==> src/rtl/wb_burst_master.sv <==
// Wishbone burst master: runs one read or write burst of count_i beats from base_i.
// An ack timeout aborts the burst with an err_o pulse; each beat costs one acked bus cycle.
module wb_burst_master #(
  parameter int WIDTH = 32,
  parameter int ABITS = 12,
  parameter int CBITS = 8,
  parameter int TBITS = 4,
  parameter int DELAY = 3
) (
  input  logic             clk_i,
  input  logic             rst_i,
  input  logic             start_i,
  input  logic             write_i,
  input  logic [ABITS-1:0] base_i,
  input  logic [CBITS-1:0] count_i,
  input  logic [WIDTH-1:0] wr_dat_i,
  output logic             wr_nxt_o,
  output logic [WIDTH-1:0] rd_dat_o,
  output logic             rd_vld_o,
  output logic             busy_o,
  output logic             done_o,
  output logic             err_o,
  output logic             cyc_o,
  output logic             stb_o,
  output logic             we_o,
  output logic             bst_o,
  output logic [ABITS-1:0] adr_o,
  output logic [WIDTH-1:0] dat_o,
  input  logic             ack_i,
  input  logic [WIDTH-1:0] dat_i
);

  typedef enum logic [1:0] {IDLE, BUS, FIN} state_t;

  localparam logic [TBITS-1:0] TMO_LAST = {TBITS{1'b1}} - 1'b1;

  // DELAY only shapes behavioural models; real flops carry no delay.
  logic [31:0] unused_delay;
  assign unused_delay = DELAY;

  state_t             state_q, state_d;
  logic [ABITS-1:0]   adr_q, adr_d;
  logic [CBITS-1:0]   rem_q, rem_d;
  logic [TBITS-1:0]   tmo_q, tmo_d;
  logic               we_q, we_d;
  logic [WIDTH-1:0]   rd_dat_q, rd_dat_d;
  logic               rd_vld_q, rd_vld_d;
  logic               err_q, err_d;

  always_comb begin
    state_d  = state_q;
    adr_d    = adr_q;
    rem_d    = rem_q;
    tmo_d    = tmo_q;
    we_d     = we_q;
    rd_dat_d = rd_dat_q;
    rd_vld_d = 1'b0;
    err_d    = 1'b0;
    case (state_q)
      IDLE: begin
        if (start_i) begin
          tmo_d = '0;
          if (count_i != '0) begin
            state_d = BUS;
            adr_d   = base_i;
            rem_d   = count_i;
            we_d    = write_i;
          end else begin
            state_d = FIN;
          end
        end
      end
      BUS: begin
        if (ack_i) begin
          adr_d = adr_q + 1'b1;
          rem_d = rem_q - 1'b1;
          tmo_d = '0;
          if (!we_q) begin
            rd_dat_d = dat_i;
            rd_vld_d = 1'b1;
          end
          if (rem_q == CBITS'(1)) begin
            state_d = FIN;
            we_d    = 1'b0;
          end
        end else begin
          tmo_d = tmo_q + 1'b1;
          // Counter hits all-ones on this cycle: abandon the burst.
          if (tmo_q == TMO_LAST) begin
            state_d = IDLE;
            we_d    = 1'b0;
            err_d   = 1'b1;
          end
        end
      end
      FIN:     state_d = IDLE;
      default: state_d = IDLE;
    endcase
  end

  always_ff @(posedge clk_i) begin
    if (rst_i) begin
      state_q  <= IDLE;
      adr_q    <= '0;
      rem_q    <= '0;
      tmo_q    <= '0;
      we_q     <= 1'b0;
      rd_dat_q <= '0;
      rd_vld_q <= 1'b0;
      err_q    <= 1'b0;
    end else begin
      state_q  <= state_d;
      adr_q    <= adr_d;
      rem_q    <= rem_d;
      tmo_q    <= tmo_d;
      we_q     <= we_d;
      rd_dat_q <= rd_dat_d;
      rd_vld_q <= rd_vld_d;
      err_q    <= err_d;
    end
  end

  assign busy_o   = (state_q != IDLE);
  assign cyc_o    = (state_q == BUS);
  assign stb_o    = (state_q == BUS);
  assign we_o     = cyc_o && we_q;
  assign bst_o    = cyc_o && (rem_q > CBITS'(1));
  assign adr_o    = adr_q;
  assign dat_o    = we_o ? wr_dat_i : '0;
  assign wr_nxt_o = ack_i && we_o && stb_o;
  assign rd_dat_o = rd_dat_q;
  assign rd_vld_o = rd_vld_q;
  assign done_o   = (state_q == FIN);
  assign err_o    = err_q;

endmodule
==> config.mk <==
export PLATFORM = sky130hd
export DESIGN_NAME = wb_burst_master
export DESIGN_NICKNAME = d
export VERILOG_FILES = /design/src/rtl/wb_burst_master.sv
export SDC_FILE = /design/constraint.sdc
export NUM_CORES = 1
export LEC_CHECK = 0
export ABC_AREA = 1
export ABC_CLOCK_PERIOD_IN_PS = 3970
export BUFFER_PORTS_ARGS = -buffer_cell sky130_fd_sc_hd__buf_2
export CORE_MARGIN = 4
export CORE_UTILIZATION = 40
export DETAILED_ROUTE_END_ITERATION = 16
export MAX_ROUTING_LAYER = met4
export PLACE_DENSITY_LB_ADDON = 0.3
export REMOVE_ABC_BUFFERS = 1
export SYNTH_ARGS = -nofsm -noshare
export SYNTH_HDL_FRONTEND = slang
export SYNTH_SLANG_ARGS = --single-unit
==> constraint.sdc <==
create_clock -name clk_i -period 3.97 [get_ports clk_i]
set_clock_uncertainty 0.1 [all_clocks]
set_input_delay 0 -clock clk_i [delete_from_list [all_inputs] [get_ports clk_i]]
set_output_delay 0 -clock clk_i [all_outputs]
set_load 0.005 [all_outputs]
---- Word level (Yosys, flattened, before mapping) ----
Cells that the tools add are included.
word-level totals
  bits in registers ....................... 61
  output and inout bits ................... 85
  word-level logic and storage cells ...... 65
operators by class
  $add $sub $neg .......................... 3
  magnitude comparators ................... 1
  equal/unequal tests ..................... 9
  mux-type cells .......................... 26
  bitwise logic cells ..................... 3
  reductions and logical operators ........ 15
operators with widths
  kind                   count
  $mux 12                3
  $mux 32                1
  $mux 8                 3
  $pmux 12 s2            1
  $pmux 8 s2             1
  $add 12x1->12 const B  1
  $mux 2                 5
  $eq 8x1->1 const B     1
  $gt 8x1->1 const B     1
  $mux 4                 2
  $pmux 4 s2             1
  $reduce_bool 8->1      1
  $sub 8x1->8 const B    1
  $mux 1                 7
  $reduce_and 3->1       2
  $reduce_or 3->1        2
  $reduce_and 5->1       1
  $add 4x1->4 const B    1
  $eq 4x4->1 const B     1
  $logic_and 1x1->1      4
  $ne 2x2->1 const B     2
  $pmux 2 s2             1
  $reduce_and 4->1       1
  $reduce_bool 2->1      2
  other kinds (9)        11

---- Logic depth before layout (Yosys ltp) ----
  depth after elaboration ................. 4
  mapped depth ............................ 10
  depth with buffers taken out ............ 10

---- Least setup slack after synthesis ----
OpenSTA, ideal clock, no wires.
  path type ............................... register to register
  start point ............................. register state_q[1]
  end point ............................... register adr_q[10], in the netlist adr_o[10]
  arrival time ............................ 1.206 ns
  setup slack ............................. 2.555 ns
  cell stages (with the launch flop) ...... 10
  path buffers ............................ 2
  path through ............................ dfxtp_1 > inv_2 > nand2_4 > inv_2 > buf_2 > buf_2 > o21ai_0 > nand2_1 > nand2_1 > nor2_1
on the way
  longest elaborated chain between the ends .. 3
ends and longest elaborated chain
  what                                                       RTL line  text
  start: declaration                                         41        state_t state_q, state_d;
  start signal: assignment                                   112       state_q <= state_d;
  $eq 2x1->1 (*)                                             --
  via cyc_o                                                  23        output logic cyc_o,
  $ne 2x1->1 (no line) or $reduce_bool 2->1 (tied branches)  --
  $reduce_and 4->1 (no line)                                 --
  end signal: assignment                                     113       adr_q <= adr_d;
  end: declaration                                           42        logic [ABITS-1:0] adr_q, adr_d;
Mark *: on every way through the listed nets, which the timed path passes. The rest lies on a longest branch.
A chain may end at the register's enable or synchronous reset.

---- Worst setup path in the final report ----
  start point ............................. register state_q[1]
  end point ............................... register rem_q[6]
on the way
  longest elaborated chain between the ends .. 3
ends and longest elaborated chain
  what                                                RTL line  text
  $eq 2x1->1 or $logic_not 2->1 (tied branches)       59        case (state_q)
  $ne 2x1->1 (no line), or another cell as far along  --
  $reduce_and 4->1 (no line)                          --
  end signal: assignment                              114       rem_q <= rem_d;
  end: declaration                                    43        logic [CBITS-1:0] rem_q, rem_d;
Parallel ways exist; a longest one is shown, timed or not.

==> results by group <==
Synth
  • Synthesized cell area: 3210 sq um
  • Yosys cell types: 30
  • Largest cells by area after synthesis: dfxtp_1, nor2_1, nand2_1
  • Yosys warnings: 0
  • Synthesized instance count: 513
  • Seq/Total Area, Yosys: 0.380
  • Primary FF master, synth: dfxtp_1
  • Synth top area share: 0.380
  • FFs w/ async S/R, synth: 0
  • Leading area contributor after synthesis: dfxtp_1
  • Most frequent cell after synthesis: nor2_1
  • #FFs+latches synth: 61
  • Top cells by count, synth: nor2_1, nand2_1, inv_1, dfxtp_1, o21ai_0
  • Number of synthesized flops with an enable pin: 0
  • Mean post-synth cell area: 6.26 sq um

Setup path
  • Critical Path Source Type: register
  • WP data required: 4.16 ns
  • Slowest Stage Delay on Critical Path: 0.55 ns
  • Reg2Reg Setup Slack: 1.22 ns
  • Crit. End Element: register
  • Worst EP arrival: 2.93 ns
  • Critical path's slowest cell: dlygate4sd3_1
  • WP buf/inv: 3
  • Register-to-Register Path Depth: 9
  • Worst Setup SP: state_q[1]
  • Cell mode on critical path: nand2_1
  • CP endpoint: rem_q[6]
  • Critical R2R Launch: state_q[1]
  • Largest delay contributor family on the critical path: buffers and inverters
  • Critical Path Fanout Max: 30
  • R2r endpoint: rem_q[6]
  • Crit. path cell count: 9
  • Critical path class: reg2reg
  • CP Cell Sequence: inv_2, nand2_4, inv_2, nand2_1, nand2_1, a21oi_2, nand2_1, a21oi_1, dlygate4sd3_1

Die
  • Number of core rows: 32
  • Starting density of the core: 0.413
  • Die width: 97.6 microns
  • Top Ports: 174
  • Die Y: 97.6 microns
  • Die Footprint: 9530 sq um
  • Core Footprint: 7770 sq um

Timing
  • Final setup viols: 0
  • Slew Limit Fails: 0
  • Worst setup margin: 1.22 ns
  • RSZ-0062 raised after global routing: false
  • Final Hold Viols: 0
  • Slew HR: 0.162
  • Least-Margin Pin Slew: 1.26 ns
  • Setup TNS: 0 ns
  • Fmax: 364 MHz
  • Final Cycle Share: 0.691
  • Final Critical Period: 2.75 ns

Cells and area
  • Final net count: 823
  • # diodes: 0
  • Synthesis-to-finish area growth: 51.5%
  • Fraction of layout cells with a size suffix above 1: 0.272

Clock tree
  • Root Buffer: clkbuf_8
  • CTS max path bufs: 2
  • Post-CTS Resized: 0
  • Clk Latency, worst-skew pair: 0.34 ns
  • Total CTS buffers: 9
  • CTS tree: built
  • Htree depth: 3
  • CTS sink count: 61
  • Reg clk slew, reported paths: 0.08 ns

Pwr
  • Net Sw Power: 0.740 mW
  • Sequential share of power: 0.374
  • P per Cell Area: 431 nW/um^2
  • Internal: 1.36 mW
  • Clock power frac: 0.297
  • Logic pwr share: 0.329
  • Worst vdd ir: 0.180 mV
  • Leakage dissipation: 2.60 nW
  • Switch share: 0.353

GRT
  • Grt total ovfl: 0
  • Overall Global Routing Usage: 0.222
  • Largest net degree at the start of global routing: 49
  • Initial antenna violation count: 0
  • Vias in the first global route: 3830
  • First-pass GRT wire length: 17000 microns

Hold path
  • Worst hold path class: in2reg

Detailed routing
  • Remaining antenna violation count: 0
  • Total Wirelength: 10700 microns
  • Vias: 3967
  • # DRC: 0
  • Vias per cell: 4.75
  • DR WL/cell: 12.8 microns
  • First-pass DRT Iterations: 4
  • Iteration-0 DRC count of the detailed router: 221

Run
  • Max-Cap Viols: 0

Placement
  • Dpl hpwl: 7180 microns
  • Port Buf Inserts: 173
  • Pre-CTS setup slack: 1.71 ns
  • Gpl congestion: 0.846

Outcome
  • Outcome: finished clean
power by group through the flow:
| stage | Combinational [mW] | Clock, mW | Sequential, mW |
|---|---|---|---|
| floorplan | 0.391 | 0 | 0.793 |
| global placement | 0.626 | 0 | 0.793 |
| detailed placement | 0.639 | 0 | 0.797 |
| CTS | 0.686 | 0.637 | 0.784 |
| global route | 0.782 | 0.659 | 0.798 |
| finish | 0.689 | 0.623 | 0.785 |
through the flow:
stage	std cells	total power [mW]	hold slack (ns)	utilization	cell area [sq um]
after CTS	836	2.11	0.00914	0.626	4860
after detailed placement	765	1.44	0.157	0.527	4090
after global routing	836	2.24	0.0514	0.626	4860
after floorplan	489	1.18	-0.0309	-	3090
after global placement	765	1.42	0.149	0.527	4090
final	836	2.10	0.0115	0.626	4860
registers in the layout (all words and copies together) (netlist names):
signal,cells
tmo_q,4
rem_q,8
rd_vld_o,1
err_o,1
rd_dat_o,32
adr_o,12
state_q,2
we_q,1
final cells by class:
cell class | instances | area [sq um]
fill | 768 | 2900
multi-input combinational | 362 | 1620
timing repair buffer | 229 | 1420
sequential | 61 | 1220
inverter | 66 | 248
tap | 102 | 128
clock buffer | 9 | 124
clock inverter | 7 | 98.8
placed cells by master, fill, tap and decap left out, types with 3 or more instances in the layout:
master	synthesis	routed
inv_1	64	64
dfxtp_1	61	61
o21ai_0	52	52
dlygate4sd3_1	0	55
a21oi_1	23	23
nand3_1	21	21
nand4_1	4	4
o21bai_1	3	3
clkbuf_8	0	9
ha_1	5	5
buf_2	7	173
nor2_1	158	158
nand2_1	77	77
layer usage:
layer | vias up | share of wire | GRT usage
met1 | 1752 | 0.40 | 0.238
met3 | 26 | 0.062 | 0.0459
met4 | 0 | 0.028 | 0.0873
li1 | 2024 | - | -
met2 | 165 | 0.51 | 0.398
met5 | - | 0 | -
cells by family after synthesis:
| logic type | count (synthesis) | share of synthesized area |
|---|---|---|
| AND/OR/NAND/NOR | 268 | 0.333 |
| buffers and inverters | 90 | 0.115 |
| AO/OA/AOI/OAI | 88 | 0.150 |
| flip-flops | 61 | 0.380 |
| adder cells (fa/ha/maj) | 5 | 0.0195 |
| XOR/XNOR | 1 | 0.00273 |
tightest hold or removal path: stages:
cell and delay, ns:
buf_2 0.10, nand2_1 0.05, o21ai_0 0.06, o21ai_0 0.08
a21oi_1 0.10
worst min path at each step:
| stage | depth (start not counted) | start | endpoint |
|---|---|---|---|
| after floorplan | 1 | rst_i | adr_o[11] |
| after global placement | 3 | dat_i[26] | rd_dat_o[26] |
| after detailed placement | 3 | dat_i[18] | rd_dat_o[18] |
| after CTS | 5 | count_i[1] | rem_q[1] |
| after global routing | 5 | count_i[1] | rem_q[1] |
| final | 5 | count_i[1] | rem_q[1] |
timing repair:
action | 4_1_cts | 5_1_grt
setup endpoints to repair | 0 | 0
hold buffers | 55 | 0
endpoints found under the hold margin | 57 | 0
setup buffers | 0 | 0
No activity file was read; power rests on OpenSTA's default activity.
